[src/rtl/seven_seg_scan_ctrl.sv]
// Time-multiplexed scan controller for an N-digit seven-segment display.
// Double-buffered BCD digits; new values are swapped in only at frame start.
module seven_seg_scan_ctrl #(
    parameter int unsigned NUM_DIGITS   = 4,
    parameter int unsigned REFRESH_DIV  = 50000,
    parameter int unsigned BLANK_CYCLES = 16
) (
    input  logic                    clk_i,
    input  logic                    rst_n_i,
    input  logic                    en_i,
    input  logic                    load_i,
    input  logic [4*NUM_DIGITS-1:0] data_i,
    output logic [3:0]              bcd_o,
    output logic [NUM_DIGITS-1:0]   dig_en_o,
    output logic                    frame_done_o,
    output logic                    load_ack_o
);

    localparam int unsigned MaxCnt = (REFRESH_DIV > BLANK_CYCLES) ? REFRESH_DIV : BLANK_CYCLES;
    localparam int unsigned CntW   = (MaxCnt > 1) ? $clog2(MaxCnt) : 1;
    localparam int unsigned IdxW   = $clog2(NUM_DIGITS);
    localparam int unsigned DataW  = 4 * NUM_DIGITS;

    typedef enum logic [1:0] {StIdle, StBlank, StDrive} state_e;

    state_e            state_q;
    logic [IdxW-1:0]   idx_q;
    logic [IdxW-1:0]   idx_next;
    logic [CntW-1:0]   cnt_q;
    logic [DataW-1:0]  active_q;
    logic [DataW-1:0]  pending_q;
    logic              pending_valid_q;
    logic [DataW-1:0]  start_active;
    logic              start_ack;

    function automatic logic [3:0] digit_of(input logic [DataW-1:0] vec,
                                            input logic [IdxW-1:0] i);
        logic [DataW-1:0] sh;
        sh = vec >> {i, 2'b00};
        return sh[3:0];
    endfunction

    assign idx_next = idx_q + IdxW'(1);

    // Buffer contents that take effect if this edge is a frame start; a
    // coincident load bypasses the pending buffer.
    always_comb begin
        start_active = active_q;
        start_ack    = 1'b0;
        if (load_i) begin
            start_active = data_i;
            start_ack    = 1'b1;
        end else if (pending_valid_q) begin
            start_active = pending_q;
            start_ack    = 1'b1;
        end
    end

    always_ff @(posedge clk_i or negedge rst_n_i) begin
        if (!rst_n_i) begin
            state_q         <= StIdle;
            idx_q           <= '0;
            cnt_q           <= '0;
            active_q        <= '0;
            pending_q       <= '0;
            pending_valid_q <= 1'b0;
            bcd_o           <= 4'd0;
            dig_en_o        <= '0;
            frame_done_o    <= 1'b0;
            load_ack_o      <= 1'b0;
        end else begin
            frame_done_o <= 1'b0;
            load_ack_o   <= 1'b0;
            if (load_i) begin
                pending_q       <= data_i;
                pending_valid_q <= 1'b1;
            end
            if (!en_i) begin
                state_q  <= StIdle;
                idx_q    <= '0;
                cnt_q    <= '0;
                bcd_o    <= 4'd0;
                dig_en_o <= '0;
            end else begin
                unique case (state_q)
                    StIdle: begin
                        state_q  <= StBlank;
                        idx_q    <= '0;
                        cnt_q    <= '0;
                        dig_en_o <= '0;
                        active_q <= start_active;
                        bcd_o    <= digit_of(start_active, '0);
                        if (start_ack) begin
                            load_ack_o      <= 1'b1;
                            pending_valid_q <= 1'b0;
                        end
                    end
                    StBlank: begin
                        bcd_o <= digit_of(active_q, idx_q);
                        if (cnt_q == CntW'(BLANK_CYCLES - 1)) begin
                            state_q  <= StDrive;
                            cnt_q    <= '0;
                            dig_en_o <= NUM_DIGITS'(1) << idx_q;
                        end else begin
                            cnt_q    <= cnt_q + CntW'(1);
                            dig_en_o <= '0;
                        end
                    end
                    StDrive: begin
                        if (cnt_q == CntW'(REFRESH_DIV - 1)) begin
                            state_q  <= StBlank;
                            cnt_q    <= '0;
                            dig_en_o <= '0;
                            if (idx_q == IdxW'(NUM_DIGITS - 1)) begin
                                idx_q        <= '0;
                                frame_done_o <= 1'b1;
                                active_q     <= start_active;
                                bcd_o        <= digit_of(start_active, '0);
                                if (start_ack) begin
                                    load_ack_o      <= 1'b1;
                                    pending_valid_q <= 1'b0;
                                end
                            end else begin
                                idx_q <= idx_next;
                                bcd_o <= digit_of(active_q, idx_next);
                            end
                        end else begin
                            cnt_q <= cnt_q + CntW'(1);
                        end
                    end
                    default: begin
                        state_q  <= StIdle;
                        dig_en_o <= '0;
                    end
                endcase
            end
        end
    end

endmodule

[config.mk]
export PLATFORM = sky130hd
export DESIGN_NAME = seven_seg_scan_ctrl
export DESIGN_NICKNAME = d
export VERILOG_FILES = /design/src/rtl/seven_seg_scan_ctrl.sv
export SDC_FILE = /design/constraint.sdc
export NUM_CORES = 1
export LEC_CHECK = 0
export CORE_ASPECT_RATIO = 1.4
export CORE_MARGIN = 1
export CORE_UTILIZATION = 50
export DETAILED_ROUTE_END_ITERATION = 10
export PLACE_DENSITY = 0.78
export SYNTH_ARGS = -nofsm -noshare
export SYNTH_HDL_FRONTEND = slang
export SYNTH_SLANG_ARGS = --single-unit
[constraint.sdc]
create_clock -name clk_i -period 2.2 [get_ports clk_i]
set_input_delay 0.33 -clock clk_i [delete_from_list [all_inputs] [get_ports clk_i]]
set_output_delay 0.33 -clock clk_i [all_outputs]
set_load 0.05 [all_outputs]
# After elaboration in Yosys (flattened, before gate mapping)
# Cells that the tools add are included.
[word_totals] register_bits=63 input_bits=20 out_inout_bits=10 wordCells=74
[op_classes] n_addsub=2 eq_ne=11 shifts=3 mux=42 n_reduce_logical=6
[op_table] operator="16-bit two-way mux" count=7
[op_table] operator="16-bit case mux with 3 select lines" count=1
[op_table] operator="16-bit case mux with 2 select lines" count=1
[op_table] operator="16-bit by 4-bit right shift with 4-bit output" count=2
[op_table] operator="4-bit two-way mux" count=6
[op_table] operator="16-bit by 1-bit adder with 16-bit output (second input constant)" count=1
[op_table] operator="16-bit == test (second input constant)" count=1
[op_table] operator="16-bit by 4-bit == test with 1-bit output (second input constant)" count=1
[op_table] operator="1-bit two-way mux" count=15
[op_table] operator="2-bit two-way mux" count=6
[op_table] operator="4-bit case mux with 3 select lines" count=1
[op_table] operator="4-bit case mux with 2 select lines" count=1
[op_table] operator="3-bit inequality test (second input constant)" count=2
[op_table] operator="2-bit case mux with 3 select lines" count=1
[op_table] operator="2-bit AND reduction" count=3
[op_table] operator="2-bit == test (second input constant)" count=2
[op_table] operator="2-bit inequality test (second input constant)" count=2
[op_table] operator="4-bit by 1-bit inequality test with 1-bit output (second input constant)" count=1
[op_table] operator="1-bit case mux with 2 select lines" count=2
[op_table] operator="2-bit case mux with 2 select lines" count=1
[op_table] operator="4-bit AND reduction" count=1
[op_table] operator="1-bit by 2-bit left shift with 4-bit output (first input constant)" count=1
[op_table] operator="3-bit by 1-bit inequality test with 1-bit output (second input constant)" count=1
[op_table] operator="2-bit by 1-bit adder with 2-bit output (second input constant)" count=1
[op_table] operator="other kinds (3)" count=3

# Longest topological paths before layout
[logic_depth] ltp_word=7 ltp_mapped=8

# Least setup slack after synthesis
# No wires, ideal clock.
[synth_path] kind="register to register" from="reg idx_q[0]" to="reg bcd_o[0]" setup_ns=0.143 t_arrival_ns=2.252 required_time_ns=2.057 slack_ns=-0.195 stages_incl_launch_ff=8 n_path_buf=2 synth_period_minus_slack_ns=2.395 cell_sequence="dfrtp_1 > clkbuf_1 > inv_1 > ha_1 > clkbuf_1 > mux4_2 > a22oi_1 > o221ai_1"
[synth_via] elab_chain_cells=6
[synth_rtl] item="start, declared" line="27" rtl="logic [IdxW-1:0] idx_q;"
[synth_rtl] item="start signal, assigned" line="124" rtl="idx_q <= idx_next;"
[synth_rtl] item="2-bit by 1-bit adder with 2-bit output" line="43" rtl="assign idx_next = idx_q + IdxW'(1);"
[synth_rtl] item="16-bit by 4-bit right shift with 4-bit output" line="39" rtl="sh = vec >> {i, 2'b00};"
[synth_rtl] item="4-bit two-way mux" line="114" rtl="if (idx_q == IdxW'(NUM_DIGITS - 1)) begin"
[synth_rtl] item="4-bit two-way mux" line="110" rtl="if (cnt_q == CntW'(REFRESH_DIV - 1)) begin"
[synth_rtl] item="4-bit case mux with 3 select lines (*)" line="85" rtl="unique case (state_q)"
[synth_rtl] item="4-bit two-way mux (*)" line="78" rtl="if (!en_i) begin"
[synth_rtl] item="end signal, assigned" line="92" rtl="bcd_o <= digit_of(start_active, '0);"
[synth_rtl] item="end signal, assigned" line="118" rtl="bcd_o <= digit_of(start_active, '0);"
[synth_rtl] item="end signal, assigned" line="125" rtl="bcd_o <= digit_of(active_q, idx_next);"
[synth_rtl] item="end, declared" line="13" rtl="output logic [3:0] bcd_o,"
# Every way passes the cells marked *; elsewhere a longest branch is shown, timed or not. The select of a mux whose other input is x is not followed.
# A chain may end at the register's enable or synchronous reset.

# Worst setup path in the final report
[layout_path] from="reg cnt_q[5]" to="reg bcd_o[1]"
[layout_via] elab_chain_cells=3
[layout_rtl] item="start, declared" line="29" rtl="logic [CntW-1:0] cnt_q;"
[layout_rtl] item="start signal, assigned" line="105" rtl="cnt_q <= cnt_q + CntW'(1);"
[layout_rtl] item="start signal, assigned" line="128" rtl="cnt_q <= cnt_q + CntW'(1);"
[layout_rtl] item="16-bit == test" line="110"
[layout_rtl] item="3-bit inequality test (no source line)"
[layout_rtl] item="2-bit AND reduction (no source line)"
[layout_rtl] item="end signal, assigned" line="99" rtl="bcd_o <= digit_of(active_q, idx_q);"
[layout_rtl] item="end signal, assigned" line="118"
[layout_rtl] item="end signal, assigned" line="125"
# No other way between the ends.

==> metrics.yaml <==
outcome: "finished, final reports clean"
die_w_um: 71.55
synth_seq_cells: 63
vdd_ir_drop_max_uv: 565.1
grt_max_degree: 64
timing.rr.start: "cnt_q[5]"
async_reset_ff_frac: 1.000
path_clk_slew_ns: 0.08
power_mw: 3.823
internal_power_mw: 2.581
fp.dieH_um: 99.37
drcViolationCount: 0
grt_first_pass_wirelength_mm: 12.70
finalCritPeriodShare: 0.9404
p_leak_nw: 1.716
seq_area_frac_synth: 0.4656
power.share.clock: 0.295
avgSynthCellArea_um2: 11.17
core.rowCount: 35
synth_edf_count: 0
synthesis.area_um2: 3386
antennaDiodeCount: 0
clkSinkCount: 63
fin_setup_tns_ns: 0
ios: 30
antenna_left: 0
cp-end-kind: "flop"
critical_path_peak_fanout: 13
yosysUniqueCellTypes: 52
slew_headroom: 0.6288
p_comb_frac: 0.288
ys.warnings.count: 0
cp-startpoint: "cnt_q[5]"
sw_frac_of_total: 0.3249
clk_latency_ns: 0.35
gr-total-overflow: 0
p_switching_mw: 1.242
max_stage_delay_ns: 0.42
syn_nets: 331
nets: 377
cp.required_ns: 2.46
ctsLongestPathBuffers: 2
grt_antenna_before_repair: 0
cts-root-buf: "clkbuf_8"
fmax_mhz: 483.4
start_util: 0.5154
cts_tree: "done"
min_from: "pending_q[8]"
grt_pass1_vias: 2608
crit_slowest_cell: "nor3_1"
arrival_ns: 2.33
synth_ff_type: "dfrtp_1"
fin_worst_skew_ns: 0.01353
p_seq_frac: 0.417
track_usage: 0.2351
fin_ws_ns: 0.1311
slew_viol_final: 0
tightest_slew_ns: 0.5517
path_cells: "nor3_1 -> nand4_4 -> buf_4 -> and2_4 -> nand3b_1 -> o221ai_1"
die_area_um2: 7109
holdCritPathClass: "flop to flop"
hold_viol_final: 0
setup_viol: 0
timing.setup.critical_path_class: "flop to flop"
area_growth_pct: 21.91
wl_mm: 7.595
drtIter0Drc: 179
cap_violations: 0
post-place-ws_ns: 0.07457
numCtsBuffers: 9
layout_min_cycle_time_ns: 2.069
synthCells: 303
htree_levels: 3
vias: 2644
drtPass1Iterations: 4
grt_setup_unrepaired: "no"
critPathLaunchType: "flop"
routed_via_density: 6.178
wl_per_cell_um: 17.75
gp_congestion: 0.8469
dp_hpwl_mm: 5.217
core_um2: 6569
io_buffers: 29
p_per_area_nw_per_um2: 926.2
drive_gt1_frac: 0.2599
hold_ws_ns: 0.4977
[cell usage in the layout (no fill, tap or decap), types with 3 or more instances in the layout]
cell and n:
a21o_1 6, a21oi_1 8, a22oi_1 10, and3_1 5, and4_1 4, buf_4 22
clkbuf_8 9, clkdlybuf4s50_1 28, dfrtp_1 63, ha_1 6, inv_1 10, mux2_2 30
mux4_2 8, nand2_1 19, nand3_1 10, nand4_1 4, nor2_1 23, nor3_1 9
nor3b_1 4, o21ai_0 13, o221ai_1 3, xnor2_1 6, xor2_1 3
[kinds of logic (layout without fill, tap and decap cells)]
family | count (synthesis) | after routing | synth area share
buffers and inverters | 30 | 81 | 0.04176
AO/OA/AOI/OAI | 58 | 58 | 0.1260
AND/OR/NAND/NOR | 95 | 95 | 0.1548
adder cells (fa/ha/maj) | 8 | 8 | 0.02957
XOR/XNOR | 9 | 9 | 0.02328
multiplexers | 40 | 40 | 0.1589
flip-flops | 63 | 63 | 0.4656
[per-layer routing]
| layer | vias to the layer above | share of wire | wire length (µm) | global-route usage |
|---|---|---|---|---|
| met3 | 29 | 0.052 | 397 | 0.05066 |
| met1 | 1309 | 0.39 | 2996 | 0.2840 |
| met4 | 0 | 0.042 | 319 | 0.1357 |
| met5 | - | 0 | 0 | 0 |
| li1 | 1207 | - | - | - |
| met2 | 99 | 0.51 | 3881 | 0.3868 |
[cell usage after synthesis, types with 3 or more instances]
cell | count | area (µm²)
mux4_2 | 8 | 180.2
a22oi_1 | 10 | 75.07
inv_1 | 10 | 37.54
xor2_1 | 3 | 26.28
o21ai_0 | 13 | 65.06
and4_1 | 4 | 35.03
nor3b_1 | 4 | 30.03
clkbuf_1 | 6 | 22.52
and3_1 | 5 | 31.28
ha_1 | 8 | 100.1
o221ai_1 | 4 | 35.03
dfrtp_1 | 63 | 1577
xnor2_1 | 6 | 52.55
a21o_1 | 6 | 45.04
nand4_1 | 4 | 25.02
nand3_1 | 10 | 50.05
a21oi_1 | 8 | 40.04
nor2_1 | 23 | 86.33
mux2_2 | 30 | 337.8
buf_2 | 8 | 40.04
nor3_1 | 9 | 45.04
nand2_1 | 19 | 71.32
[flip-flops by register name, indices dropped and copies added, names as in the netlist]
| signal | cells |
|---|---|
| active_q | 16 |
| pending_q | 16 |
| frame_done_o | 1 |
| bcd_o | 4 |
| cnt_q | 16 |
| dig_en_o | 4 |
| load_ack_o | 1 |
| idx_q | 2 |
| pending_valid_q | 1 |
| state_q | 2 |
[critical path, delay by kind of cell, from the launching register on]
kind,cells,cell delay (ns)
and+or+nand+nor,4,1.12
DFF,1,0.39
AOI/OAI and AO/OA,1,0.25
buffers and inverters,1,0.23
[final cells by class]
| cell class | count | area [µm²] |
|---|---|---|
| fillers | 518 | 2441 |
| multi-input cells | 210 | 1695 |
| flip-flops and latches | 63 | 1577 |
| repair buffers | 54 | 500.5 |
| clock buffers | 9 | 123.9 |
| clock inverters | 7 | 97.59 |
| well taps | 74 | 92.59 |
| inverters | 11 | 41.29 |
[through the flow]
stage               instances  area (µm²)    util
finish                    428        4128  0.6284
global route              428        4128  0.6284
CTS                       427        4086  0.6221
detailed placement        410        3855  0.5869
global placement          410        3855  0.5869
floorplan                 303        3387       -
[power by group through the flow]
| stage | registers, mW | logic (mW) | clock network (mW) |
|---|---|---|---|
| floorplan | 1.65 | 0.674 | 0 |
| global placement | 1.59 | 1.02 | 0 |
| detailed placement | 1.61 | 1.04 | 0 |
| CTS | 1.59 | 1.06 | 1.14 |
| global route | 1.63 | 1.19 | 1.19 |
| finish | 1.59 | 1.10 | 1.13 |
[worst paths after layout]
path | end | slack (ns) | cells past startpoint
worst min-delay path | pending_q[8] | 0.50 | 1
worst max-delay path | bcd_o[1] | 0.13 | 6
worst min register to register | pending_q[8] | 0.50 | 1
max in group asynchronous | cnt_q[1] | 1.39 | 3
min in group asynchronous | cnt_q[10] | 0.53 | 3
worst max register to register | bcd_o[1] | 0.13 | 6
[what timing repair did]
action | CTS | global route
setup buffers | 0 | 1
hold buffers | 1 | 0
endpoints found under the setup margin | 0 | 21
resized for setup | 0 | 5
hold endpoints to repair | 15 | 0
(Power assumes the default switching activity.)
